`src/rtl/dpr_loader_pkg.sv`:
```
// Shared definitions for the distributed processor command-memory loader:
// loader FSM states and the default bank geometry used by this block and
// by the command memory instantiation.
package dpr_loader_pkg;

  localparam int DPR_MEM_WIDTH      = 32;
  localparam int DPR_MEM_TO_CMD     = 4;
  localparam int DPR_CMD_ADDR_WIDTH = 8;
  localparam int DPR_CMD_WIDTH      = DPR_MEM_WIDTH * DPR_MEM_TO_CMD;

  typedef enum logic [1:0] {
    IDLE  = 2'd0,
    LOAD  = 2'd1,
    FLUSH = 2'd2
  } loader_state_e;

  // Width of a counter selecting one of n lanes (at least one bit).
  function automatic int lane_bits(input int n);
    return (n > 1) ? $clog2(n) : 1;
  endfunction

endpackage

```
`src/rtl/cmd_mem_loader_if.sv`:
```
// Word stream (valid/ready) plus command memory write port of the loader.
// master: host side (drives words, observes the write port).
// slave : loader side.
interface cmd_mem_loader_if
  import dpr_loader_pkg::*;
#(
  parameter int MEM_WIDTH      = DPR_MEM_WIDTH,
  parameter int MEM_TO_CMD     = DPR_MEM_TO_CMD,
  parameter int CMD_ADDR_WIDTH = DPR_CMD_ADDR_WIDTH
) ();

  logic [MEM_WIDTH-1:0]            word_in;
  logic                            word_valid;
  logic                            word_ready;
  logic [CMD_ADDR_WIDTH-1:0]       cmd_write_addr;
  logic [MEM_WIDTH*MEM_TO_CMD-1:0] cmd_write;
  logic                            cmd_write_enable;

  modport master (
    output word_in, word_valid,
    input  word_ready, cmd_write_addr, cmd_write, cmd_write_enable
  );

  modport slave (
    input  word_in, word_valid,
    output word_ready, cmd_write_addr, cmd_write, cmd_write_enable
  );

endinterface

```
`src/rtl/cmd_word_packer.sv`:
```
// Lane counter and packing register: collects MEM_TO_CMD words, lane 0 in
// the LSBs. cmd_o already contains the word being pushed, so the full
// command is available in the same cycle complete_o is raised.
module cmd_word_packer
  import dpr_loader_pkg::*;
#(
  parameter int MEM_WIDTH  = DPR_MEM_WIDTH,
  parameter int MEM_TO_CMD = DPR_MEM_TO_CMD
) (
  input  logic                            clk,
  input  logic                            reset,
  input  logic                            clr_i,
  input  logic                            push_i,
  input  logic [MEM_WIDTH-1:0]            word_i,
  output logic [MEM_WIDTH*MEM_TO_CMD-1:0] cmd_o,
  output logic                            complete_o
);

  localparam int                LANE_W    = lane_bits(MEM_TO_CMD);
  localparam logic [LANE_W-1:0] LAST_LANE = LANE_W'(MEM_TO_CMD - 1);

  logic [LANE_W-1:0]               lane_q;
  logic [MEM_WIDTH*MEM_TO_CMD-1:0] pack_q;
  logic [MEM_WIDTH*MEM_TO_CMD-1:0] pack_d;

  // Insert the incoming word into its lane of the packing register.
  always_comb begin
    pack_d = pack_q;
    pack_d[int'(lane_q)*MEM_WIDTH +: MEM_WIDTH] = word_i;
  end

  // Advance lane counter and capture words; reset discards partial commands.
  always_ff @(posedge clk or negedge reset) begin
    if (!reset) begin
      lane_q <= {LANE_W{1'b0}};
      pack_q <= {(MEM_WIDTH*MEM_TO_CMD){1'b0}};
    end else if (clr_i) begin
      lane_q <= {LANE_W{1'b0}};
      pack_q <= pack_q;
    end else if (push_i) begin
      pack_q <= pack_d;
      lane_q <= (lane_q == LAST_LANE) ? {LANE_W{1'b0}} : lane_q + LANE_W'(1);
    end else begin
      lane_q <= lane_q;
      pack_q <= pack_q;
    end
  end

  assign cmd_o      = pack_d;
  assign complete_o = push_i && (lane_q == LAST_LANE);

endmodule

```
`src/rtl/cmd_mem_loader.sv`:
```
// Command memory loader: packs MEM_TO_CMD input words per command and writes
// them at consecutive (wrapping) addresses from base_addr, holding the core
// in reset while loading.
// Optional feature: define CMD_MEM_LOADER_CHECKSUM_EN to build the running
// sum of accepted words on checksum; otherwise checksum is tied to 0.
module cmd_mem_loader
  import dpr_loader_pkg::*;
#(
  parameter int CMD_WIDTH      = DPR_CMD_WIDTH,
  parameter int CMD_ADDR_WIDTH = DPR_CMD_ADDR_WIDTH,
  parameter int MEM_WIDTH      = DPR_MEM_WIDTH,
  parameter int MEM_TO_CMD     = DPR_MEM_TO_CMD
) (
  input  logic                      clk,
  input  logic                      reset,
  input  logic                      start,
  input  logic [CMD_ADDR_WIDTH-1:0] base_addr,
  input  logic [CMD_ADDR_WIDTH:0]   num_cmds,
  cmd_mem_loader_if.slave           bus,
  output logic                      proc_hold,
  output logic                      busy,
  output logic                      done,
  output logic                      wrap,
  output logic [MEM_WIDTH-1:0]      checksum
);

  localparam int CNT_W = CMD_ADDR_WIDTH + 1;

  loader_state_e             state_q;
  logic                      ready_q;
  logic                      busy_q;
  logic                      done_q;
  logic                      wrap_q;
  logic                      we_q;
  logic [CMD_ADDR_WIDTH-1:0] addr_q;
  logic [CMD_ADDR_WIDTH-1:0] waddr_q;
  logic [CNT_W-1:0]          left_q;
  logic [CMD_WIDTH-1:0]      cmd_q;

  logic                      start_acc_s;
  logic                      hs_s;
  logic                      cmd_done_s;
  logic [CMD_WIDTH-1:0]      cmd_full_s;

  // start is only honoured in IDLE; ready_q is high exactly in LOAD.
  assign start_acc_s = start && (state_q == IDLE);
  assign hs_s        = bus.word_valid && ready_q;

  cmd_word_packer #(
    .MEM_WIDTH  (MEM_WIDTH),
    .MEM_TO_CMD (MEM_TO_CMD)
  ) u_packer (
    .clk        (clk),
    .reset      (reset),
    .clr_i      (start_acc_s),
    .push_i     (hs_s),
    .word_i     (bus.word_in),
    .cmd_o      (cmd_full_s),
    .complete_o (cmd_done_s)
  );

  // Loader FSM with address/command counters and registered outputs.
  always_ff @(posedge clk or negedge reset) begin
    if (!reset) begin
      state_q <= IDLE;
      ready_q <= 1'b0;
      busy_q  <= 1'b0;
      done_q  <= 1'b0;
      wrap_q  <= 1'b0;
      we_q    <= 1'b0;
      addr_q  <= {CMD_ADDR_WIDTH{1'b0}};
      waddr_q <= {CMD_ADDR_WIDTH{1'b0}};
      left_q  <= {CNT_W{1'b0}};
      cmd_q   <= {CMD_WIDTH{1'b0}};
    end else begin
      we_q   <= 1'b0;
      done_q <= 1'b0;
      case (state_q)
        IDLE: begin
          if (start) begin
            addr_q <= base_addr;
            left_q <= num_cmds;
            wrap_q <= 1'b0;
            if (num_cmds == {CNT_W{1'b0}}) begin
              done_q <= 1'b1;
            end else begin
              state_q <= LOAD;
              ready_q <= 1'b1;
              busy_q  <= 1'b1;
            end
          end
        end
        LOAD: begin
          if (cmd_done_s) begin
            we_q    <= 1'b1;
            waddr_q <= addr_q;
            cmd_q   <= cmd_full_s;
            addr_q  <= addr_q + CMD_ADDR_WIDTH'(1);
            left_q  <= left_q - CNT_W'(1);
            // Wrap only matters if another command will land at address 0.
            if ((&addr_q) && (left_q != CNT_W'(1))) begin
              wrap_q <= 1'b1;
            end
            if (left_q == CNT_W'(1)) begin
              state_q <= FLUSH;
              ready_q <= 1'b0;
            end
          end
        end
        FLUSH: begin
          state_q <= IDLE;
          busy_q  <= 1'b0;
          done_q  <= 1'b1;
        end
        default: begin
          state_q <= IDLE;
          ready_q <= 1'b0;
          busy_q  <= 1'b0;
        end
      endcase
    end
  end

`ifdef CMD_MEM_LOADER_CHECKSUM_EN
  logic [MEM_WIDTH-1:0] checksum_q;

  // Wrapping sum of accepted words, cleared by an accepted start.
  always_ff @(posedge clk or negedge reset) begin
    if (!reset) begin
      checksum_q <= {MEM_WIDTH{1'b0}};
    end else if (start_acc_s) begin
      checksum_q <= {MEM_WIDTH{1'b0}};
    end else if (hs_s) begin
      checksum_q <= checksum_q + bus.word_in;
    end else begin
      checksum_q <= checksum_q;
    end
  end

  assign checksum = checksum_q;
`else
  assign checksum = {MEM_WIDTH{1'b0}};
`endif

  assign bus.word_ready       = ready_q;
  assign bus.cmd_write_enable = we_q;
  assign bus.cmd_write_addr   = waddr_q;
  assign bus.cmd_write        = cmd_q;
  assign busy                 = busy_q;
  assign proc_hold            = busy_q;
  assign done                 = done_q;
  assign wrap                 = wrap_q;

endmodule

```
`src/flat_wrapper.sv`:
```
// flat-port wrapper written by rule: the top's interface ports become plain ports
module cmd_mem_loader_flat import dpr_loader_pkg::*;
#(
  parameter int CMD_WIDTH      = DPR_CMD_WIDTH,
  parameter int CMD_ADDR_WIDTH = DPR_CMD_ADDR_WIDTH,
  parameter int MEM_WIDTH      = DPR_MEM_WIDTH,
  parameter int MEM_TO_CMD     = DPR_MEM_TO_CMD
)
  (clk, reset, start, base_addr, num_cmds, proc_hold, busy, done, wrap, checksum, bus_word_in, bus_word_valid, bus_word_ready, bus_cmd_write_addr, bus_cmd_write, bus_cmd_write_enable);
  cmd_mem_loader_if #(.MEM_WIDTH(MEM_WIDTH), .MEM_TO_CMD(MEM_TO_CMD), .CMD_ADDR_WIDTH(CMD_ADDR_WIDTH)) bus_i ();
  input  logic clk;
  input  logic reset;
  input  logic start;
  input  logic [CMD_ADDR_WIDTH-1:0] base_addr;
  input  logic [CMD_ADDR_WIDTH:0] num_cmds;
  output logic proc_hold;
  output logic busy;
  output logic done;
  output logic wrap;
  output logic [MEM_WIDTH-1:0] checksum;
  input wire logic [$bits(bus_i.word_in)-1:0] bus_word_in;
  input wire logic [$bits(bus_i.word_valid)-1:0] bus_word_valid;
  output wire logic [$bits(bus_i.word_ready)-1:0] bus_word_ready;
  output wire logic [$bits(bus_i.cmd_write_addr)-1:0] bus_cmd_write_addr;
  output wire logic [$bits(bus_i.cmd_write)-1:0] bus_cmd_write;
  output wire logic [$bits(bus_i.cmd_write_enable)-1:0] bus_cmd_write_enable;
  assign bus_i.word_in = bus_word_in;
  assign bus_i.word_valid = bus_word_valid;
  assign bus_word_ready = bus_i.word_ready;
  assign bus_cmd_write_addr = bus_i.cmd_write_addr;
  assign bus_cmd_write = bus_i.cmd_write;
  assign bus_cmd_write_enable = bus_i.cmd_write_enable;
  cmd_mem_loader #(.CMD_WIDTH(CMD_WIDTH), .CMD_ADDR_WIDTH(CMD_ADDR_WIDTH), .MEM_WIDTH(MEM_WIDTH), .MEM_TO_CMD(MEM_TO_CMD)) u_core (.clk(clk), .reset(reset), .start(start), .base_addr(base_addr), .num_cmds(num_cmds), .bus(bus_i), .proc_hold(proc_hold), .busy(busy), .done(done), .wrap(wrap), .checksum(checksum));
endmodule
```
`config.mk`:
```
export PLATFORM = sky130hd
export DESIGN_NAME = cmd_mem_loader_flat
export DESIGN_NICKNAME = d
export VERILOG_FILES = /design/src/rtl/dpr_loader_pkg.sv /design/src/rtl/cmd_mem_loader_if.sv /design/src/rtl/cmd_word_packer.sv /design/src/rtl/cmd_mem_loader.sv /design/src/flat_wrapper.sv
export SDC_FILE = /design/constraint.sdc
export NUM_CORES = 1
export LEC_CHECK = 0
export ABC_CLOCK_PERIOD_IN_PS = 2400
export CORE_MARGIN = 5
export CORE_UTILIZATION = 50
export CTS_CLUSTER_SIZE = 14
export DETAILED_ROUTE_END_ITERATION = 16
export MAX_ROUTING_LAYER = met4
export PLACE_DENSITY = 0.75
export SKIP_CTS_REPAIR_TIMING = 1
export SLEW_MARGIN = 20
export SYNTH_ARGS = -nofsm -noshare
export SYNTH_HDL_FRONTEND = slang
export SYNTH_SLANG_ARGS = --single-unit
```
`constraint.sdc`:
```
create_clock -name clk -period 2.4 [get_ports clk]
set_input_delay 0.36 -clock clk [delete_from_list [all_inputs] [get_ports clk]]
set_output_delay 0.36 -clock clk [all_outputs]
set_load 0.02 [all_outputs]
```
**Word level (Yosys, flattened, before mapping)**

Cells that the tools add are included.

- Bits in registers: 290
- Input port bits: 53
- Output and inout port bits: 174
- Logic and storage cells: 77

- Add/subtract/negate cells: 4
- Eq/ne operators: 10
- Shift operators: 2
- Mux-type cells: 30
- Bitwise operators: 3
- Reduce and logical (&&, ||, !) cells: 16

Operators by type and width:

| operator | count |
|---|---|
| bitwise mux 128 bit | 1 |
| variable shift 32 x 33 -> 128 bit, first input constant | 1 |
| variable part select 32 x 33 -> 128 bit | 1 |
| negation 7 -> 33 bit | 1 |
| 2-to-1 mux 9 bit | 2 |
| case mux 9 bit (2 select lines) | 1 |
| 2-to-1 mux 8 bit | 2 |
| case mux 8 bit (2 select lines) | 1 |
| 2-to-1 mux 2 bit | 7 |
| 2-to-1 mux 1 bit | 11 |
| == test 9 x 1 -> 1 bit, second input constant | 1 |
| logical NOT 9 bit | 1 |
| inequality test 9 x 1 -> 1 bit, second input constant | 1 |
| subtractor 9 x 1 -> 9 bit, second input constant | 1 |
| adder 8 x 1 -> 8 bit, second input constant | 1 |
| AND reduction 4 bit | 2 |
| AND reduction 8 bit | 1 |
| inequality test 2 x 1 -> 1 bit, second input constant | 3 |
| case mux 1 bit (2 select lines) | 3 |
| AND reduction 3 bit | 2 |
| AND reduction 5 bit | 1 |
| == test 2 bit, second input constant | 2 |
| logical AND 1 bit | 4 |
| inequality test 2 bit, second input constant | 2 |
| other kinds (8) | 12 |

**Depth between registers and ports, before layout**

- Depth in word-level cells: 5
- Gate-level depth with buffers: 9

**Modules after synthesis**

A second synthesis with hierarchy kept.

- Cell total of the unflattened synthesis: 1,177
- Area total of the unflattened synthesis: 13,795.7 sq um

Modules (own cells, without submodules):

| module | times used | cells an instance | area an instance (sq um) |
|---|---|---|---|
| cmd_word_packer | 1 | 684 | 7,129.3 |
| cmd_mem_loader | 1 | 493 | 6,666.4 |

**Worst setup path after synthesis**

Ideal clock, no wire load.

- Kind: register to register
- Start: register u_core.u_packer.lane_q[0]
- End: register u_core.u_packer.pack_q[32]
- Setup time: 0.121 ns
- Data arrival time: 2.009 ns
- Required time: 2.279 ns
- Path slack: 0.270 ns
- Stages on the path, launching flop included: 10
- Path buffers: 3
- Cell sequence: dfrtp_1 > inv_1 > ha_1 > nor2b_1 > and3_1 > clkbuf_1 > and2_1 > clkbuf_1 > buf_2 > a22o_1

- Longest elaborated chain between the ends: 3
- Elaborated cells on any way between the ends: 4
- Classes of those cells: add/sub (1); shift (2); mux (1)

Ends and longest elaborated chain:

| element | RTL line | text |
|---|---|---|
| from (decl) | cmd_word_packer.sv:22 | `logic [LANE_W-1:0] lane_q;` |
| from (signal assigned) | cmd_word_packer.sv:35 | `lane_q <= {LANE_W{1'b0}};` |
| from (signal assigned) | cmd_word_packer.sv:38 | `lane_q <= {LANE_W{1'b0}};` |
| from (signal assigned) | cmd_word_packer.sv:42 | `lane_q <= (lane_q == LAST_LANE) ? {LANE_W{1'b0}} : lane_q + LANE_W'(1);` |
| negation 7 -> 33 bit * | cmd_word_packer.sv:29 | `pack_d[int'(lane_q)*MEM_WIDTH +: MEM_WIDTH] = word_i;` |
| variable part select 32 x 33 -> 128 bit / variable shift 32 x 33 -> 128 bit (equally long branches) | cmd_word_packer.sv:29 |  |
| bitwise mux 128 bit * | cmd_word_packer.sv:29 |  |
| to (signal assigned) | cmd_word_packer.sv:36 | `pack_q <= {(MEM_WIDTH*MEM_TO_CMD){1'b0}};` |
| to (signal assigned) | cmd_word_packer.sv:39 | `pack_q <= pack_q;` |
| to (signal assigned) | cmd_word_packer.sv:41 | `pack_q <= pack_d;` |
| to (decl) | cmd_word_packer.sv:23 | `logic [MEM_WIDTH*MEM_TO_CMD-1:0] pack_q;` |

Every way passes the cells marked *; elsewhere a longest branch is shown, timed or not.
A chain may end at the register's enable or synchronous reset.

**Worst setup path after layout**

- Start: register u_core.u_packer.lane_q[1]
- End: register u_core.u_packer.pack_q[82]

The elaborated chain is that of the path after synthesis.

==> summary.md <==
| Metric | Value |
|---|---|
| Power Density | `1413 mW/mm^2` |
| Pins Over Slew Limit | `0` |
| Overall die height | `166.9 um` |
| Detailed-route DRC error count | `0` |
| Outcome | `finished clean` |
| Global-route wire length before repair | `53,880 um` |
| Slowest Stage Delay on Critical Path | `0.44 ns` |
| Mean post-synth cell area | `10.81 um^2` |
| Wirelength, routed | `33,730 um` |
| Final-report setup violation count | `0` |
| Power dissipated by switching net loads | `8.157 mW` |
| Share of cells above drive strength 1 | `8.327%` |
| Primary flip-flop cell chosen by synthesis mapping | `dfrtp_1` |
| Number of cell rows | `57` |
| Net total in the final layout | `1,348` |
| LEAKAGE | `6.961 nW` |
| Worst EP required | `2.88 ns` |
| Routed wl met2 | `16,070 um` |
| Routability congestion estimate from global placement | `0.8819` |
| Count of state elements after synthesis | `290` |
| Total iterations of the first detailed-routing run | `5` |
| Syn Std Cell Area | `0.01230 mm^2` |
| Critical path start-end classification | `reg -> reg` |
| Top post-synthesis cells by area | `dfrtp_1 (59%), a221oi_1 (9.1%), a22o_1 (9.1%)` |
| Layout area overhead | `25.35%` |
| Max transition margin | `62.75%` |
| Maximum number of pins on one net before global-route repair | `69` |
| Slew at the pin with the worst max-slew slack | `0.5581 ns` |
| Final cycle utilization of the critical path | `93.79%` |
| # IOs | `227` |
| Root buf cell | `clkbuf_16` |
| Critical path peak fanout | `17` |
| Met3 wire length | `2232 um` |
| Uppermost routed layer | `met4` |
| Total number of H-tree levels | `1` |
| Average routed wire per standard cell | `20.65 um` |
| Sink Count | `290` |
| CTS buffer count | `29` |
| Terminus of the critical flop-to-flop path | `u_core.u_packer.pack_q[82]` |
| Reg2reg start | `u_core.u_packer.lane_q[1]` |
| CP Buf/Inv Count | `2` |
| Number of DRC markers in iteration 0 | `839` |
| Vias in the first global route | `9,627` |
| EDFF count, synth | `0` |
| Top cells by count, synth | `dfrtp_1 (290), nor2_1 (268), a221oi_1 (128), a22o_1 (128), clkbuf_1 (56)` |
| CP arrival | `2.73 ns` |
| Count of non-filler cells in the finished layout | `1,633` |
| Later-pin clock latency in the skew report | `0.54 ns` |
| Vias per inst | `5.966` |
| Highest ir drop seen on vdd | `0.6886 mV` |
| Hold/Removal Path Class | `in -> async` |
| Overall die width | `166.9 um` |
| Net Sw Frac | `37.44%` |
| Reg power frac | `39.2%` |
| Setup repair after global routing missed its margin | `no` |
| Antenna-violating nets left | `0` |
| Number of port buffers | `194` |
| Cell count after synthesis | `1,138` |
| Clock share of power | `19.9%` |
| Count of cells along the worst register-to-register path | `7` |
| Share of the yosys chip area belonging to registers | `58.99%` |
| Capture point of the worst path | `u_core.u_packer.pack_q[82]` |
| Area of the die | `0.02784 mm^2` |
| Total internal power | `13.63 mW` |
| FILL cells | `1,947` |
| CP Capture Type | `flip-flop` |
| Fraction of registers with async set or reset after synthesis | `100.0%` |
| Beginning of the critical path | `u_core.u_packer.lane_q[1]` |
| Number of antenna cells inserted | `0` |
| Max-Cap Viols | `0` |
| Most repeated cell in the gate-level netlist after synthesis | `dfrtp_1` |
| Number of placed instances with taps included | `1,578` |
| Logic gate share of total power | `40.9%` |
| Critical Path Start Type | `flip-flop` |
| FF-to-FF setup slack | `0.15 ns` |
| Met1 WL | `14,780 um` |
| Final Hold Violating Endpoints | `0` |
| Slowest CP cell | `ha_1` |
| Total congestion overflow after global routing | `0` |
| Portion of synthesized cell area occupied by the leading cell type | `58.99%` |
| Setup TNS after final layout | `0 ns` |
| CTS tree | `yes` |
| Placed wire-length estimate | `21,520 um` |
| Maximum clock path buffer count | `3` |
| Biggest area consumer among synthesized cells | `dfrtp_1` |
| Final worst clock skew | `0.01396 ns` |
| Ordered list of cells on the worst path | `inv_1 -> ha_1 -> nor2b_1 -> and3_4 -> and2_2 -> buf_4 -> a22o_1` |
| Starting density of the core | `50.73%` |
| Via count | `9,742` |
| Maximum operating frequency | `444.3 MHz` |
| Clock-pin slew reported for the worst setup and hold paths after clock tree synthesis | `0.06 ns` |
| Global-route total usage across every layer | `24.24%` |
| Crit path max-delay family | `simple AND/OR/NAND/NOR gates` |
| Initial antenna violation count | `0` |
| Final critical path time including I/O delays and setup | `2.251 ns` |
| Core Area | `0.02425 mm^2` |
| Number of different library cells in the post-synthesis netlist | `55` |
| Ys Warns | `0` |
| Levels on crit path | `7` |
layout by cell type, fill, tap and decap left out, types with 5 or more instances in the layout:
| cell type | count |
|---|---|
| conb_1 | 32 |
| dfrtp_1 | 290 |
| buf_4 | 38 |
| clkbuf_1 | 9 |
| nand3_1 | 5 |
| clkbuf_8 | 8 |
| inv_1 | 12 |
| ha_1 | 9 |
| nor2_1 | 268 |
| a221oi_1 | 128 |
| clkinv_2 | 6 |
| buf_12 | 10 |
| nor3_1 | 5 |
| clkbuf_16 | 29 |
| a21oi_1 | 14 |
| o21ai_0 | 11 |
| nand2_1 | 47 |
| a22o_1 | 128 |
| clkdlybuf4s50_1 | 193 |
flip-flops by register name, indices dropped and copies added (netlist names):
| name | flops |
|---|---|
| u_core.busy | 1 |
| u_core.state_q | 2 |
| u_core.left_q | 9 |
| u_core.done | 1 |
| u_core.bus.cmd_write_addr | 8 |
| u_core.bus.word_ready | 1 |
| u_core.bus.cmd_write | 128 |
| u_core.addr_q | 8 |
| u_core.u_packer.pack_q | 128 |
| u_core.wrap | 1 |
| u_core.u_packer.lane_q | 2 |
| u_core.bus.cmd_write_enable | 1 |
final cells by class:
type | count | area, um^2 | share of cell area, %
flip-flops and latches | 290 | 7257 | 47.06
multi-input cells | 709 | 4348 | 28.20
repair buffers | 243 | 2442 | 15.84
clock buffers | 46 | 869.6 | 5.639
well taps | 324 | 405.4 | 2.629
inverters | 13 | 51.30 | 0.3327
clock inverters | 8 | 46.29 | 0.3002
cells by family after synthesis:
kind of cell               count (synthesis)  share of synthesized area, %
buffers and inverters                    170                         6.835
muxes                                      2                        0.1627
adders and majority gates                  9                        0.9154
other                                      1                       0.03048
AOI/OAI and AO/OA                        306                         20.85
and+or+nand+nor                          360                         12.22
DFF                                      290                         58.99
power by group through the flow:
stage | logic [mW] | clock network (mW) | registers, mW
2_1_floorplan | 3.70 | 0 | 9.68
3_3_place_gp | 8.74 | 0 | 8.50
3_5_place_dp | 8.94 | 0 | 8.55
4_1_cts | 8.99 | 4.40 | 8.51
5_1_grt | 9.64 | 4.61 | 8.78
6_report | 8.91 | 4.33 | 8.54
worst min path at each step:
stage,startpoint,end
2_1_floorplan,reset,u_core.addr_q[0]
3_3_place_gp,reset,u_core.bus.cmd_write[26]
3_5_place_dp,reset,u_core.bus.cmd_write[27]
4_1_cts,reset,u_core.bus.cmd_write[27]
5_1_grt,reset,u_core.u_packer.pack_q[120]
6_report,reset,u_core.u_packer.pack_q[120]
per-layer routing:
metal,track usage [%],vias up
met5,-,-
met4,5.834,0
met3,3.840,48
met2,37.25,431
met1,34.32,4927
li1,-,4336
through the flow:
stage / hold WS, ns / util (%) / cell area, um^2 / setup WS, ns / power (mW)
global placement: 0.3372 / 59.76 / 14490 / 0.09059 / 17.24
global route: 0.3858 / 63.59 / 15420 / 0.08165 / 23.03
finish: 0.3336 / 63.59 / 15420 / 0.1491 / 21.78
CTS: -0.2467 / 63.53 / 15410 / 0.07297 / 21.90
detailed placement: 0.3402 / 59.76 / 14490 / 0.09031 / 17.49
floorplan: 0.06441 / - / 12420 / 0.2702 / 13.38
No activity file was read; power rests on OpenSTA's default activity.
